`src/rtl/pkg_bus_rtc.sv`:
```
// Shared types and constants for the RTC bus responder: FSM states,
// phase encoding of A_D and the idle level of the active-low strobes.
package pkg_bus_rtc;

  typedef enum logic [1:0] {
    REPOSO     = 2'd0,
    ESCRITURA  = 2'd1,
    LECTURA    = 2'd2,
    ESPERA_FIN = 2'd3
  } estado_t;

  localparam logic FASE_DIR    = 1'b0;
  localparam logic FASE_DATO   = 1'b1;
  localparam logic STROBE_IDLE = 1'b1;

endpackage

```
`src/rtl/banco_registros.sv`:
```
// RTC register bank: DEPTH x ANCHO, synchronous write, registered read.
// The whole bank is cleared by the asynchronous reset.
module banco_registros #(
  parameter int DEPTH = 16,
  parameter int ANCHO = 8,
  parameter int AW    = 4
) (
  input  logic             clk,
  input  logic             reset_n,
  input  logic             we,
  input  logic [AW-1:0]    dir_esc,
  input  logic [ANCHO-1:0] dato_esc,
  input  logic [AW-1:0]    dir_lec,
  output logic [ANCHO-1:0] dato_lec
);

  logic [ANCHO-1:0] mem [DEPTH];

  always_ff @(posedge clk or negedge reset_n) begin
    if (!reset_n) begin
      for (int i = 0; i < DEPTH; i++) begin
        mem[i] <= '0;
      end
      dato_lec <= '0;
    end else begin
      if (we) begin
        mem[dir_esc] <= dato_esc;
      end
      dato_lec <= mem[dir_lec];
    end
  end

endmodule

```
`src/rtl/respondedor_bus_rtc.sv`:
```
// Bus-side responder emulating the RTC register bank behind the multiplexed
// CS/RD/WR/A_D strobe interface; strobes are synchronised before use.
module respondedor_bus_rtc
  import pkg_bus_rtc::*;
#(
  parameter int DEPTH = 16,
  parameter int ANCHO = 8
) (
  input  logic             clk,
  input  logic             reset_n,
  input  logic             CS,
  input  logic             RD,
  input  logic             WR,
  input  logic             A_D,
  input  logic [ANCHO-1:0] dato_in,
  output logic [ANCHO-1:0] dato_out,
  output logic             dato_oe,
  output logic [ANCHO-1:0] dir_actual,
  output logic             escritura_hecha,
  output logic             lectura_hecha,
  output logic             error_bus
);

  localparam int AW = (DEPTH > 1) ? $clog2(DEPTH) : 1;

  logic [3:0]       ctl_meta_reg, ctl_sync_reg;
  logic [ANCHO-1:0] dato_meta_reg, dato_s;
  logic             cs_s, rd_s, wr_s, ad_s;

  estado_t          estado_reg, estado_next;
  logic             fase_reg, fase_next;
  logic [ANCHO-1:0] captura_reg, captura_next;
  logic [ANCHO-1:0] dir_reg, dir_next;
  logic [ANCHO-1:0] dato_out_reg, dato_out_next;
  logic             oe_reg, oe_next;
  logic             esc_reg, esc_next;
  logic             lec_reg, lec_next;
  logic             err_reg, err_next;
  logic             banco_we;
  logic             en_rango;
  logic [ANCHO-1:0] dato_lec;

  // Two-flop synchronisers, idle-high out of reset so no spurious cycle starts.
  always_ff @(posedge clk or negedge reset_n) begin
    if (!reset_n) begin
      ctl_meta_reg  <= {4{STROBE_IDLE}};
      ctl_sync_reg  <= {4{STROBE_IDLE}};
      dato_meta_reg <= '1;
      dato_s        <= '1;
    end else begin
      ctl_meta_reg  <= {CS, RD, WR, A_D};
      ctl_sync_reg  <= ctl_meta_reg;
      dato_meta_reg <= dato_in;
      dato_s        <= dato_meta_reg;
    end
  end

  assign {cs_s, rd_s, wr_s, ad_s} = ctl_sync_reg;
  assign en_rango = 32'(dir_reg) < 32'(DEPTH);

  banco_registros #(
    .DEPTH (DEPTH),
    .ANCHO (ANCHO),
    .AW    (AW)
  ) u_banco (
    .clk      (clk),
    .reset_n  (reset_n),
    .we       (banco_we),
    .dir_esc  (dir_reg[AW-1:0]),
    .dato_esc (captura_reg),
    .dir_lec  (dir_reg[AW-1:0]),
    .dato_lec (dato_lec)
  );

  always_ff @(posedge clk or negedge reset_n) begin
    if (!reset_n) begin
      estado_reg <= REPOSO;
    end else begin
      estado_reg <= estado_next;
    end
  end

  always_comb begin
    estado_next = estado_reg;
    case (estado_reg)
      REPOSO: begin
        if (!cs_s) begin
          if (!wr_s && rd_s)       estado_next = ESCRITURA;
          else if (!rd_s && wr_s)  estado_next = LECTURA;
          else if (!rd_s && !wr_s) estado_next = ESPERA_FIN;
        end
      end
      ESCRITURA:  if (wr_s || cs_s) estado_next = REPOSO;
      LECTURA:    if (rd_s || cs_s) estado_next = REPOSO;
      ESPERA_FIN: if (cs_s && rd_s && wr_s) estado_next = REPOSO;
      default:    estado_next = REPOSO;
    endcase
  end

  // Next values of the registered outputs; everything holds unless a rule fires.
  always_comb begin
    fase_next     = fase_reg;
    captura_next  = captura_reg;
    dir_next      = dir_reg;
    dato_out_next = dato_out_reg;
    oe_next       = oe_reg;
    esc_next      = 1'b0;
    lec_next      = 1'b0;
    err_next      = err_reg;
    banco_we      = 1'b0;
    case (estado_reg)
      REPOSO: begin
        if (estado_next == ESCRITURA) begin
          fase_next    = ad_s;
          captura_next = dato_s;
        end else if (estado_next == LECTURA) begin
          // The bank read port already tracks the stable pointer.
          oe_next       = 1'b1;
          dato_out_next = en_rango ? dato_lec : '0;
          if (!en_rango) err_next = 1'b1;
        end else if (estado_next == ESPERA_FIN) begin
          err_next = 1'b1;
        end
      end
      ESCRITURA: begin
        if (wr_s || cs_s) begin
          case (fase_reg)
            FASE_DIR: dir_next = captura_reg;
            FASE_DATO: begin
              if (en_rango) begin
                banco_we = 1'b1;
                esc_next = 1'b1;
              end else begin
                err_next = 1'b1;
              end
            end
          endcase
        end else begin
          captura_next = dato_s;
        end
      end
      LECTURA: begin
        if (rd_s || cs_s) begin
          oe_next  = 1'b0;
          lec_next = 1'b1;
        end
      end
      default: ;
    endcase
  end

  always_ff @(posedge clk or negedge reset_n) begin
    if (!reset_n) begin
      fase_reg     <= FASE_DIR;
      captura_reg  <= '0;
      dir_reg      <= '0;
      dato_out_reg <= '0;
      oe_reg       <= 1'b0;
      esc_reg      <= 1'b0;
      lec_reg      <= 1'b0;
      err_reg      <= 1'b0;
    end else begin
      fase_reg     <= fase_next;
      captura_reg  <= captura_next;
      dir_reg      <= dir_next;
      dato_out_reg <= dato_out_next;
      oe_reg       <= oe_next;
      esc_reg      <= esc_next;
      lec_reg      <= lec_next;
      err_reg      <= err_next;
    end
  end

  assign dato_out        = dato_out_reg;
  assign dato_oe         = oe_reg;
  assign dir_actual      = dir_reg;
  assign escritura_hecha = esc_reg;
  assign lectura_hecha   = lec_reg;
  assign error_bus       = err_reg;

endmodule
```
`config.mk`:
```
export PLATFORM = sky130hd
export DESIGN_NAME = respondedor_bus_rtc
export DESIGN_NICKNAME = d
export VERILOG_FILES = /design/src/rtl/pkg_bus_rtc.sv /design/src/rtl/banco_registros.sv /design/src/rtl/respondedor_bus_rtc.sv
export SDC_FILE = /design/constraint.sdc
export NUM_CORES = 1
export LEC_CHECK = 0
export ABC_AREA = 0
export BUFFER_PORTS_ARGS = -buffer_cell sky130_fd_sc_hd__buf_2
export CAP_MARGIN = 30
export CORE_MARGIN = 2
export CORE_UTILIZATION = 50
export DETAILED_ROUTE_END_ITERATION = 10
export GPL_TIMING_DRIVEN = 0
export PLACE_DENSITY = 0.76
export SETUP_SLACK_MARGIN = 0.2
export SYNTH_ARGS = -nofsm -noshare
export SYNTH_HDL_FRONTEND = slang
export SYNTH_SLANG_ARGS = --single-unit
export TNS_END_PERCENT = 30
```
`constraint.sdc`:
```
create_clock -name clk -period 2.7 [get_ports clk]
set_clock_uncertainty 0.2 [all_clocks]
set_input_delay 0.135 -clock clk [delete_from_list [all_inputs] [get_ports clk]]
set_output_delay 0.135 -clock clk [all_outputs]
set_load 0.05 [all_outputs]
```
# --- Word-level counts from Yosys, hierarchy flattened ---
# Index checks and enable logic that the tools add are counted.
totals:
  ff_bits: 191
  in_bits: 14
  output_inout_bits: 20
  wordCells: 104
classes:
  magnitude_cmp: 3
  eq_ne: 14
  n_mux: 35
  bitwise: 3
  n_reduce_logical: 19
ops:
  columns: ["operator", "n"]
  rows:
  - ["$bwmux W128", 1]
  - ["$mux W8", 6]
  - ["$bmux W8 S4", 1]
  - ["$demux W8 S4", 1]
  - ["$pmux W8 S2", 1]
  - ["$mux W1", 15]
  - ["$mux W2", 7]
  - ["$ne A2 B2 Y1 const B", 7]
  - ["$reduce_and A3 Y1", 3]
  - ["$eq A2 B2 Y1 const B", 4]
  - ["$lt A8 B5 Y1 const B", 1]
  - ["$pmux W2 S4", 1]
  - ["$logic_and A1 B1 Y1", 6]
  - ["$ge A5 B5 Y1 const B", 1]
  - ["$lt A5 B1 Y1 const B", 1]
  - ["$not A4 Y5", 1]
  - ["$reduce_and A5 Y1", 1]
  - ["$eq A2 B1 Y1 const B", 2]
  - ["$pmux W1 S2", 2]
  - ["$reduce_and A4 Y1", 1]
  - ["$reduce_bool A2 Y1", 2]
  - ["$ne A3 B3 Y1 const B", 1]
  - ["$logic_not A1 Y1", 2]
  - ["$logic_not A2 Y1", 1]
  - ["3 further kinds", 5]

# --- Longest topological paths before layout ---
# Gate-level depths: netlist of the first run.
depth:
  depth_word: 12
  ltp_mapped: 8
  ltp_nobuf: 5

# --- Hierarchy ---
# From an unflattened synthesis of the first run, not the netlist that was laid out.
hier_totals:
  hier_cells: 497
  hier_area_um2: 8062.7
by_module_without_submodules:
  columns: ["module", "n_inst", "cells_per_inst", "area_per_inst_um2", "seq_area_each_um2"]
  rows:
  - ["banco_registros", 1, 373, 6115.9, 3403.3]
  - ["respondedor_bus_rtc", 1, 124, 1946.9, 1406.3]

# --- Worst setup path before layout of the first run ---
# Ideal clock, no wire load.
synth_path:
  kind: "register -> register"
  startpoint: "register dir_reg[7] (netlist: dir_actual[7])"
  endpoint: "register u_banco.mem[100] (netlist name)"
  t_arrival_ps: 2510
  required_time_ps: 2375
  slack_ps: -135
  path_stages_with_launch: 6
  path_cell_list: "dfrtp_1 -> nor4_4 -> or4b_1 -> buf_6 -> nor4_4 -> mux2_2"
synth_via:
  elab_chain_len: 5
synth_rtl:
  columns: ["element", "line_no", "text"]
  rows:
  - ["from (decl)", "respondedor_bus_rtc.sv:33", "logic [ANCHO-1:0] dir_reg, dir_next;"]
  - ["from (signal assigned)", "respondedor_bus_rtc.sv:165", "dir_reg <= dir_next;"]
  - ["$lt A8 B5 Y1", "respondedor_bus_rtc.sv:59", "assign en_rango = 32'(dir_reg) < 32'(DEPTH);"]
  - ["$mux W1", "respondedor_bus_rtc.sv:130", "if (en_rango) begin"]
  - ["$mux W1", "respondedor_bus_rtc.sv:127", "case (fase_reg)"]
  - ["$mux W1", "respondedor_bus_rtc.sv:126", "if (wr_s || cs_s) begin"]
  - ["$mux W1", "respondedor_bus_rtc.sv:111", "case (estado_reg)"]
  - ["to (signal, indexed assignment)", "banco_registros.sv:27", "mem[dir_esc] <= dato_esc;"]
  - ["to (decl)", "banco_registros.sv:17", "logic [ANCHO-1:0] mem [DEPTH];"]
# No other way between the ends.
# A chain may end at the register's enable or synchronous reset.

# --- Final worst setup path of the first run ---
layout_path:
  startpoint: "register dir_reg[4] (netlist: dir_actual[4])"
  endpoint: "register u_banco.mem[102] (netlist name)"
# The elaborated chain is that of the path after synthesis.

==> reports/metrics.csv, run 1 <==
stage,metric,value,unit
routing,ant_nets,0,
worst_setup_path,cpPeakStageDelay,520,ps
worst_setup_path,slowest_stage,or4b_4,
worst_setup_path,r2r_cells,6,
floorplanning,dieWidth,131,um
cells_and_area,nets,592,
synth,syn-mean-instance-area,16.0,um^2
worst_setup_path,worst_ep_required_time,2820,ps
routing,drtIter0Drc,331,
place,portBuffers,33,
synth,synth_adder_area_share,0,
cells_and_area,n_antenna_cell,0,
synth,syn_nets,516,
clock_network,clk_pin_slew,70,ps
sta,fin_tns_setup,0,ps
sta,whs,20.0,ps
synth,synth-main-ff-cell,dfrtp_1,
floorplanning,initial_utilization,0.508,
worst_setup_path,cp.arrival,2640,ps
global_route,grt_pass1_vias,4752,
pwr,powerDensity,826,nW/um^2
cells_and_area,drive_gt1_frac,0.530,
cells_and_area,area_delta_synth_final,17.9,%
flow_run,maxCapViolCount,0,
clock_network,cts_tree,yes,
place,dpl.hpwl,10.8,mm
place,place_congestion,0.804,
clock_network,clock_path_buffers,2,
global_route,grt_usage,0.211,
synth,synth_cell_types,30,
sta,finalSetupViolCount,0,
routing,vias,4485,
sta,rsz0062_at_grt,true,
sta,worst_slack,173,ps
pwr,vdd_ir_drop_max,0.649,mV
cells_and_area,largest_reg_flops,128,
synth,yosysSeqAreaShare,0.600,
synth,synth-compound-area-share,0.0289,
sta,tightestPinTransition,893,ps
cells_and_area,mostFrequentLayoutCell,dfrtp_1,
clock_network,cts-root-buf,clkbuf_16,
floorplanning,dieArea,17100,um^2
floorplanning,core,15800,um^2
synth,synth-edff-count,0,
routing,dr.pass1.iters,4,
sta,slew_headroom,0.401,
worst_setup_path,crit_fanout,5,
floorplanning,rows,46,
synth,synth.area.mux_share,0.292,
clock_network,clk_latency,430,ps
synth,synth_top_family_by_area,multiplexers,
worst_setup_path,end_kind,register,
sta,post-route-period-util,0.936,
synth,yosysWarnings,0,
clock_network,cts.sinks,191,
synth,synth_area,8020,um^2
worst_setup_path,cp_cell_sequence,nor4_4 > or4b_4 > buf_12 > nor4_4 > buf_4 > mux2_2,
floorplanning,dieHeight,131,um
routing,drc,0,
sta,timing_hold_violations_final,0,
pwr,power.total,7800,uW
global_route,grt_pass1_wl,26.2,mm
routing,routed_wl,16.6,mm
global_route,grt_antenna_before_repair,0,
global_route,grt-ovfl-total,0,
min_path,min_path_type,input pin to async pin,
cells_and_area,top_register,u_banco.mem,
worst_setup_path,cp_num_cells,6,
synth,ys_ff_latch,191,
routing,wl_per_cell,20.6,um
sta,finalMaxSlewViolations,0,
routing,viasPerCell,5.56,
synth,netlist_instances,502,
cells_and_area,mostFrequentLayoutCells,"164 x dfrtp_1, 135 x mux2_2, 33 x buf_2",
synth,synthXorXnorAreaFrac,0,
worst_setup_path,path_buf_inv,2,
worst_setup_path,worstSetupPathType,register to register,
cells_and_area,final_core_util,0.599,
pwr,p_leak,0.00443,uW
status,status,finished clean,
clock_network,cts_made_buffers,17,
sta,min_period,2530,ps
worst_setup_path,cp-start-kind,register,
synth,async_flop_share,1.00,
clock_network,cts-htree-levels,4,
sta,timing.fmax,396,MHz
worst_setup_path,crit_family,simple AND/OR/NAND/NOR gates,
global_route,grt_max_degree,127,
synth,yosys.area_share.simple,0.0599,
worst_setup_path,crit_top_cell,nor4_4,
place,dp_slack,-475,ps
floorplanning,io_pins,34,
-- worst paths after layout --
| path | start | to | slack (ps) |
|---|---|---|---|
| min reg2reg | dato_meta_reg[7]$_DFF_PN1_ | dato_s[7]$_DFF_PN1_ | 150 |
| max reg2reg | dir_actual[4]$_DFFE_PN0P_ | u_banco.mem[102]$_DFFE_PN0P_ | 170 |
| max in group asynchronous | reset_n | u_banco.mem[48]$_DFFE_PN0P_ | 1330 |
| max | dir_actual[4]$_DFFE_PN0P_ | u_banco.mem[102]$_DFFE_PN0P_ | 170 |
| min | reset_n | u_banco.mem[5]$_DFFE_PN0P_ | 20 |
| min in group clk | dato_in[3] | dato_meta_reg[3]$_DFF_PN1_ | 140 |
-- kinds of logic (layout without fill, tap and decap cells) --
logic type      after synthesis  count (layout)
flops                       191             191
buf+inv                      35             124
simple gates                 65              65
compound gates               35              35
mux                         176             176
-- metal layers --
metal	routed length (um)	vias up	global-route usage	part of all wire
li1	-	2006	-	-
met1	7320	2372	0.282	0.44
met2	8260	86	0.342	0.50
met3	737	21	0.0546	0.044
met4	272	0	0.0657	0.016
met5	0	-	0	0
-- final cells by class --
class | count | area (um^2)
buffer | 28 | 176
clock buffer | 18 | 439
clock inverter | 14 | 135
fill | 1197 | 6320
inverter | 6 | 35.0
multi-input combinational | 276 | 3110
sequential | 191 | 4810
tap | 216 | 270
timing repair buffer | 58 | 474
-- synth_stat cells (3+ instances only) --
master    number  area (um^2)
a21oi_1        5         25.0
a22oi_1       16          120
buf_1          4         15.0
buf_2          4         20.0
clkbuf_1      19         71.3
dfrtp_1      167         4180
dfstp_2       24          631
inv_1          5         18.8
mux2_2       144         1620
mux4_2        32          721
nand2_1       30          113
nand3_4        9          158
nor2_1         7         26.3
nor2b_1        4         25.0
nor3_4         3         48.8
o21ai_0        9         45.0
-- power breakdown --
part / internal [uW] / switching, uW
Sequential: 3170 / 298
Combinational: 688 / 1240
Clock: 1310 / 1100
-- metrics by stage --
step	cell area, um^2	instances
CTS	9400	805
global placement	8480	751
detailed placement	8530	753
finish	9450	807
floorplan	8040	502
global route	9450	807
-- worst reg2reg max path, cell delays in order, from the launching register on --
cell	delay (ps)
dfrtp_2	430
nor4_4	350
or4b_4	520
buf_12	170
nor4_4	200
buf_4	210
mux2_2	340
-- timing repair --
item,CTS,global route
buffers inserted,8,1
resized for setup,21,13
cloned,0,1
hold buffers,13,0
hold endpoints to repair,78,0
pin swaps,6,2
endpoints found under the setup margin,144,133
(Power assumes the default switching activity.)
==> run 2: changes to the inputs <==
CORE_MARGIN = 8   (was 2)
==> run 2 against run 1 <==
Cell area up 1.1%. Via count up 2.7%. Maximum frequency down 3.7%. Critical endpoint is now u_banco.mem[71]$_DFFE_PN0P_.
==> reports/metrics.csv, run 2 (synthesis gave the netlist of run 1 again) <==
stage,metric,value,unit
global_route,grt-ovfl-total,0,
clock_network,cts_tree,yes,
sta,whs,41.8,ps
place,dpl.hpwl,11.2,mm
cells_and_area,multiInputGateArea,3180,um^2
routing,wl_per_cell,21.9,um
worst_setup_path,cp-startpoint,dir_actual[5]$_DFFE_PN0P_,
floorplanning,rows,46,
sta,post-route-period-util,0.972,
worst_setup_path,cp.arrival,2740,ps
clock_network,cts.sinks,191,
cells_and_area,n_antenna_cell,0,
routing,drtIter0Drc,344,
routing,drc,0,
global_route,grt_pass1_wl,28.4,mm
worst_setup_path,crit_fanout,8,
sta,finalMaxSlewViolations,0,
cells_and_area,mostFrequentLayoutCell,dfrtp_1,
worst_setup_path,worst_ep_required_time,2810,ps
floorplanning,io_pins,34,
global_route,grt_pass1_vias,4974,
sta,finalSetupViolCount,0,
clock_network,cts-root-buf,clkbuf_16,
global_route,grt_max_degree,129,
worst_setup_path,end_kind,register,
clock_network,cts-htree-levels,4,
cells_and_area,top_register,u_banco.mem,
worst_setup_path,r2r-end,u_banco.mem[71]$_DFFE_PN0P_,
cells_and_area,drive_gt1_frac,0.527,
clock_network,clk_latency,430,ps
routing,dr.pass1.iters,5,
routing,ant_nets,0,
worst_setup_path,cp-start-kind,register,
worst_setup_path,worstSetupPathType,register to register,
cells_and_area,nFillCells,1180,
cells_and_area,area_delta_synth_final,19.2,%
worst_setup_path,crit_end,u_banco.mem[71]$_DFFE_PN0P_,
floorplanning,dieWidth,143,um
floorplanning,dieHeight,143,um
flow_run,maxCapViolCount,0,
global_route,grt_usage,0.188,
pwr,p_leak,0.00446,uW
global_route,grt_antenna_before_repair,0,
floorplanning,initial_utilization,0.508,
place,portBuffers,33,
cells_and_area,largest_reg_flops,128,
routing,viasPerCell,5.70,
floorplanning,core,15800,um^2
pwr,powerDensity,828,nW/um^2
sta,min_period,2620,ps
sta,timing.fmax,381,MHz
pwr,power.total,7910,uW
min_path,min_path_type,input pin to async pin,
clock_network,cts_made_buffers,17,
place,place_congestion,0.807,
cells_and_area,nets,593,
status,status,finished clean,
worst_setup_path,r2r_cells,8,
sta,timing_hold_violations_final,0,
sta,tightestPinTransition,861,ps
cells_and_area,seq_area,4810,um^2
floorplanning,dieArea,20300,um^2
sta,slew_headroom,0.423,
worst_setup_path,r2r_start,dir_actual[5]$_DFFE_PN0P_,
pwr,vdd_ir_drop_max,0.523,mV
sta,rsz0062_at_grt,true,
clock_network,clock_path_buffers,2,
sta,fin_tns_setup,0,ps
cells_and_area,mostFrequentLayoutCells,"164 x dfrtp_1, 117 x mux2_2, 32 x mux4_2, 32 x buf_2, 30 x nand2_1",
worst_setup_path,reg2reg_slack,80,ps
routing,vias,4605,
routing,routed_wl,17.7,mm
clock_network,clk_pin_slew,60,ps
run 2: cell count changes in the layout (fill, tap and decap cells not counted), moves of 2 or more:
cell        change
mux2_2         -18
mux2_4         +18
clkbuf_8        +4
clkinvlp_4      -4
buf_8           +3
clkbuf_1        +3
and3_1          -2
and3_4          +2
buf_6           -2
clkbuf_2        -2
clkinv_2        +2
clkinv_4        -2
run 2: cell type report:
cell class	instances	share of cell area
Buffer	28	0.0191
Clock buffer	24	0.0525
Clock inverter	8	0.00812
Inverter	6	0.00262
Multi-Input combinational cell	276	0.333
Sequential cell	191	0.504
Tap cell	216	0.0283
Timing Repair Buffer	59	0.0520
run 2: critical path, stage by stage (launching register included):
cell     delay [ps]
dfrtp_2         430
nor4_4          260
buf_4           160
or4b_4          460
buf_8           160
buf_6           130
nor3_4          210
buf_12          180
mux2_4          310
run 2: what timing repair did:
action / in CTS / in global routing
hold buffers: 13 / 0
pin swaps: 6 / 0
gates resized for setup: 42 / 7
hold endpoints to repair: 75 / 0
endpoints found under the setup margin: 136 / 136
setup buffers: 9 / 1
cloned: 1 / 0
run 2: layer usage:
metal | GRT usage | share of wire | vias up
met1 | 0.243 | 0.41 | 2441
li1 | - | - | 1996
met2 | 0.301 | 0.50 | 143
met4 | 0.0710 | 0.020 | 0
met3 | 0.0477 | 0.067 | 25
met5 | 0 | 0 | -
run 2: report_power, final:
part           switching (uW)  total [uW]  internal (uW)  leakage [uW]
clock                    1050        2440           1400      0.000283
combinational            1260        1980            716       0.00164
sequential                314        3480           3170       0.00253
total                    2630        7910           5280       0.00446
run 2: metrics by stage:
stage / util / setup slack, ps / area (um^2) / std cells
after floorplan: - / 36.7 / 8040 / 502
after global placement: 0.538 / -1790 / 8480 / 751
after detailed placement: 0.541 / -352 / 8530 / 753
after CTS: 0.604 / 124 / 9520 / 807
after global routing: 0.606 / 5.56 / 9550 / 808
final: 0.606 / 75.0 / 9550 / 808
run 2: worst min-delay path by stage:
stage                                 endpoint  slack (ps)  cells past startpoint
floorplan           captura_reg[0]$_DFFE_PN0P_        -360                      0
global placement    dato_meta_reg[2]$_DFF_PN1_          40                      1
detailed placement  captura_reg[4]$_DFFE_PN0P_         -90                      1
CTS                 captura_reg[4]$_DFFE_PN0P_          60                      2
global route        captura_reg[4]$_DFFE_PN0P_          80                      2
finish              captura_reg[4]$_DFFE_PN0P_          40                      2
==> run 3: changes to the inputs <==
BUFFER_PORTS_ARGS = -buffer_cell sky130_fd_sc_hd__buf_4   (was -buffer_cell sky130_fd_sc_hd__buf_2)
RECOVER_POWER = 25   (was unset)
==> run 3 against run 2 <==
The flow now finishes with violations (capacitance limit, slew limit). Critical path depth fell by 3. Worst setup slack improved by 74 ps. Critical endpoint is now u_banco.mem[13]$_DFFE_PN0P_. Via count fell by 1.3%. First-iteration DRC count is the same. Critical path type unchanged. Non-clock buffer count fell by 3.
==> reports/metrics.csv, run 3 (synthesis gave the netlist of run 1 again) <==
stage,metric,value,unit
global_route,grt_usage,0.182,
floorplanning,dieWidth,143,um
floorplanning,dieHeight,143,um
worst_setup_path,worst_ep_required_time,2810,ps
sta,timing_hold_violations_final,0,
min_path,holdPathStages,0,
worst_setup_path,worstSetupPathType,register to register,
sta,timing.fmax,392,MHz
clock_network,cts.sinks,191,
worst_setup_path,crit_fanout,10,
place,place_congestion,0.794,
worst_setup_path,cp-start-kind,register,
worst_setup_path,crit_family,simple AND/OR/NAND/NOR gates,
routing,viasPerCell,5.65,
sta,fin_tns_setup,0,ps
clock_network,cts-htree-levels,4,
global_route,grt_max_degree,119,
sta,slew_headroom,-0.205,
status,status,"finished, violations left",
clock_network,cts_tree,yes,
routing,dr.max_layer_used,met4,
clock_network,clk_pin_slew,70,ps
worst_setup_path,cpPeakStageDelay,630,ps
clock_network,cts_made_buffers,17,
cells_and_area,n_antenna_cell,0,
floorplanning,io_pins,34,
floorplanning,dieArea,20300,um^2
worst_setup_path,r2r_cells,5,
routing,drt-met1-wl,7.05,mm
pwr,vdd_ir_drop_max,0.574,mV
sta,finalSetupViolCount,0,
status,violations,"capacitance limit, slew limit",
worst_setup_path,slowest_stage,nor2b_1,
routing,wl_per_cell,21.4,um
global_route,grt_antenna_before_repair,0,
worst_setup_path,reg2reg_slack,150,ps
floorplanning,core,15800,um^2
worst_setup_path,r2r-end,u_banco.mem[13]$_DFFE_PN0P_,
floorplanning,rows,46,
routing,drtIter0Drc,344,
cells_and_area,top_register,u_banco.mem,
worst_setup_path,path_buf_inv,2,
routing,ant_nets,0,
clock_network,clock_path_buffers,2,
sta,tightestPinTransition,1810,ps
routing,wl_met2,8.62,mm
global_route,grt_pass1_wl,27.4,mm
pwr,powerDensity,845,nW/um^2
routing,vias,4546,
pwr,power.total,8090,uW
clock_network,clk_latency,430,ps
min_path,min_to,dato_s[1]$_DFF_PN1_,
place,dpl.hpwl,11.2,mm
worst_setup_path,cp.arrival,2660,ps
floorplanning,initial_utilization,0.508,
sta,min_period,2550,ps
place,dp_slack,-381,ps
global_route,grt-ovfl-total,0,
min_path,min_path_type,register to register,
global_route,grt_pass1_vias,4900,
cells_and_area,drive_gt1_frac,0.520,
worst_setup_path,end_kind,register,
sta,worst_slack,149,ps
cells_and_area,mostFrequentLayoutCells,"164 x dfrtp_1, 129 x mux2_2, 32 x mux4_2",
clock_network,cts-root-buf,clkbuf_16,
sta,post-route-period-util,0.945,
place,portBuffers,33,
routing,routed_wl,17.2,mm
cells_and_area,nets,590,
routing,dr.pass1.iters,5,
cells_and_area,largest_reg_flops,128,
cells_and_area,area_delta_synth_final,19.6,%
routing,wl_met3,1.16,mm
min_path,hold_start,dato_meta_reg[1]$_DFF_PN1_,
pwr,p_leak,0.00446,uW
routing,drc,0,
worst_setup_path,r2r_start,dir_actual[1]$_DFFE_PN0P_,
cells_and_area,mostFrequentLayoutCell,dfrtp_1,
flow_run,maxCapViolCount,1,
worst_setup_path,cp_cell_sequence,clkbuf_1 > nor2b_1 > and3_1 > buf_6 > mux2_2,
sta,finalMaxSlewViolations,74,
sta,rsz0062_at_grt,true,
-- run 3: changes by cell type in the layout (fill, tap and decap cells not counted), moves of 12 or more --
cell	change
buf_2	-31
mux2_2	+12
mux2_4	-12
buf_4	+14
clkbuf_4	+12
-- run 3: power breakdown --
part           internal [uW]  switching, uW
Combinational            723           1250
Sequential              3170            314
Clock                   1580           1060
Total                   5470           2620
-- run 3: worst max-delay path by stage --
stage                              startpoint                      endpoint  slack [ps]  depth (start not counted)
floorplan           dir_actual[4]$_DFFE_PN0P_  u_banco.mem[100]$_DFFE_PN0P_          40                          5
global placement    dir_actual[4]$_DFFE_PN0P_   u_banco.mem[98]$_DFFE_PN0P_        -350                          5
detailed placement  dir_actual[4]$_DFFE_PN0P_   u_banco.mem[35]$_DFFE_PN0P_        -380                          5
CTS                 dir_actual[5]$_DFFE_PN0P_   u_banco.mem[99]$_DFFE_PN0P_         100                          6
global route                          reset_n     dir_actual[4]$_DFFE_PN0P_          90                          3
finish              dir_actual[1]$_DFFE_PN0P_   u_banco.mem[13]$_DFFE_PN0P_         150                          5
-- run 3: cell type report --
type	count	area, um^2
plain buffers	28	179
clock buffers	19	443
clock inverters	13	188
fillers	1190	6190
inverters	6	35.0
multi-input cells	276	3130
flip-flops and latches	191	4810
well taps	216	270
repair buffers	56	527
-- run 3: through the flow --
stage / instance area, um^2 / util / instances / hold slack, ps
floorplan: 8040 / - / 502 / -361
global placement: 8560 / 0.543 / 751 / 43.1
detailed placement: 8610 / 0.546 / 753 / -62.2
CTS: 9500 / 0.603 / 803 / 76.8
global route: 9580 / 0.608 / 805 / 159
finish: 9580 / 0.608 / 805 / 155
-- run 3: repair_timing --
| item | CTS | global route |
|---|---|---|
| buffers inserted | 6 | 1 |
| pin swaps | 6 | 3 |
| gates cloned | 0 | 1 |
| hold buffers | 13 | 0 |
| endpoints found under the hold margin | 85 | 0 |
| setup endpoints to repair | 136 | 133 |
| gates resized for setup | 14 | 19 |
-- run 3: routing by layer --
layer	up-vias	global-route usage
met5	-	0
met4	0	0.0872
met3	30	0.0447
met2	128	0.295
met1	2393	0.224
li1	1995	-
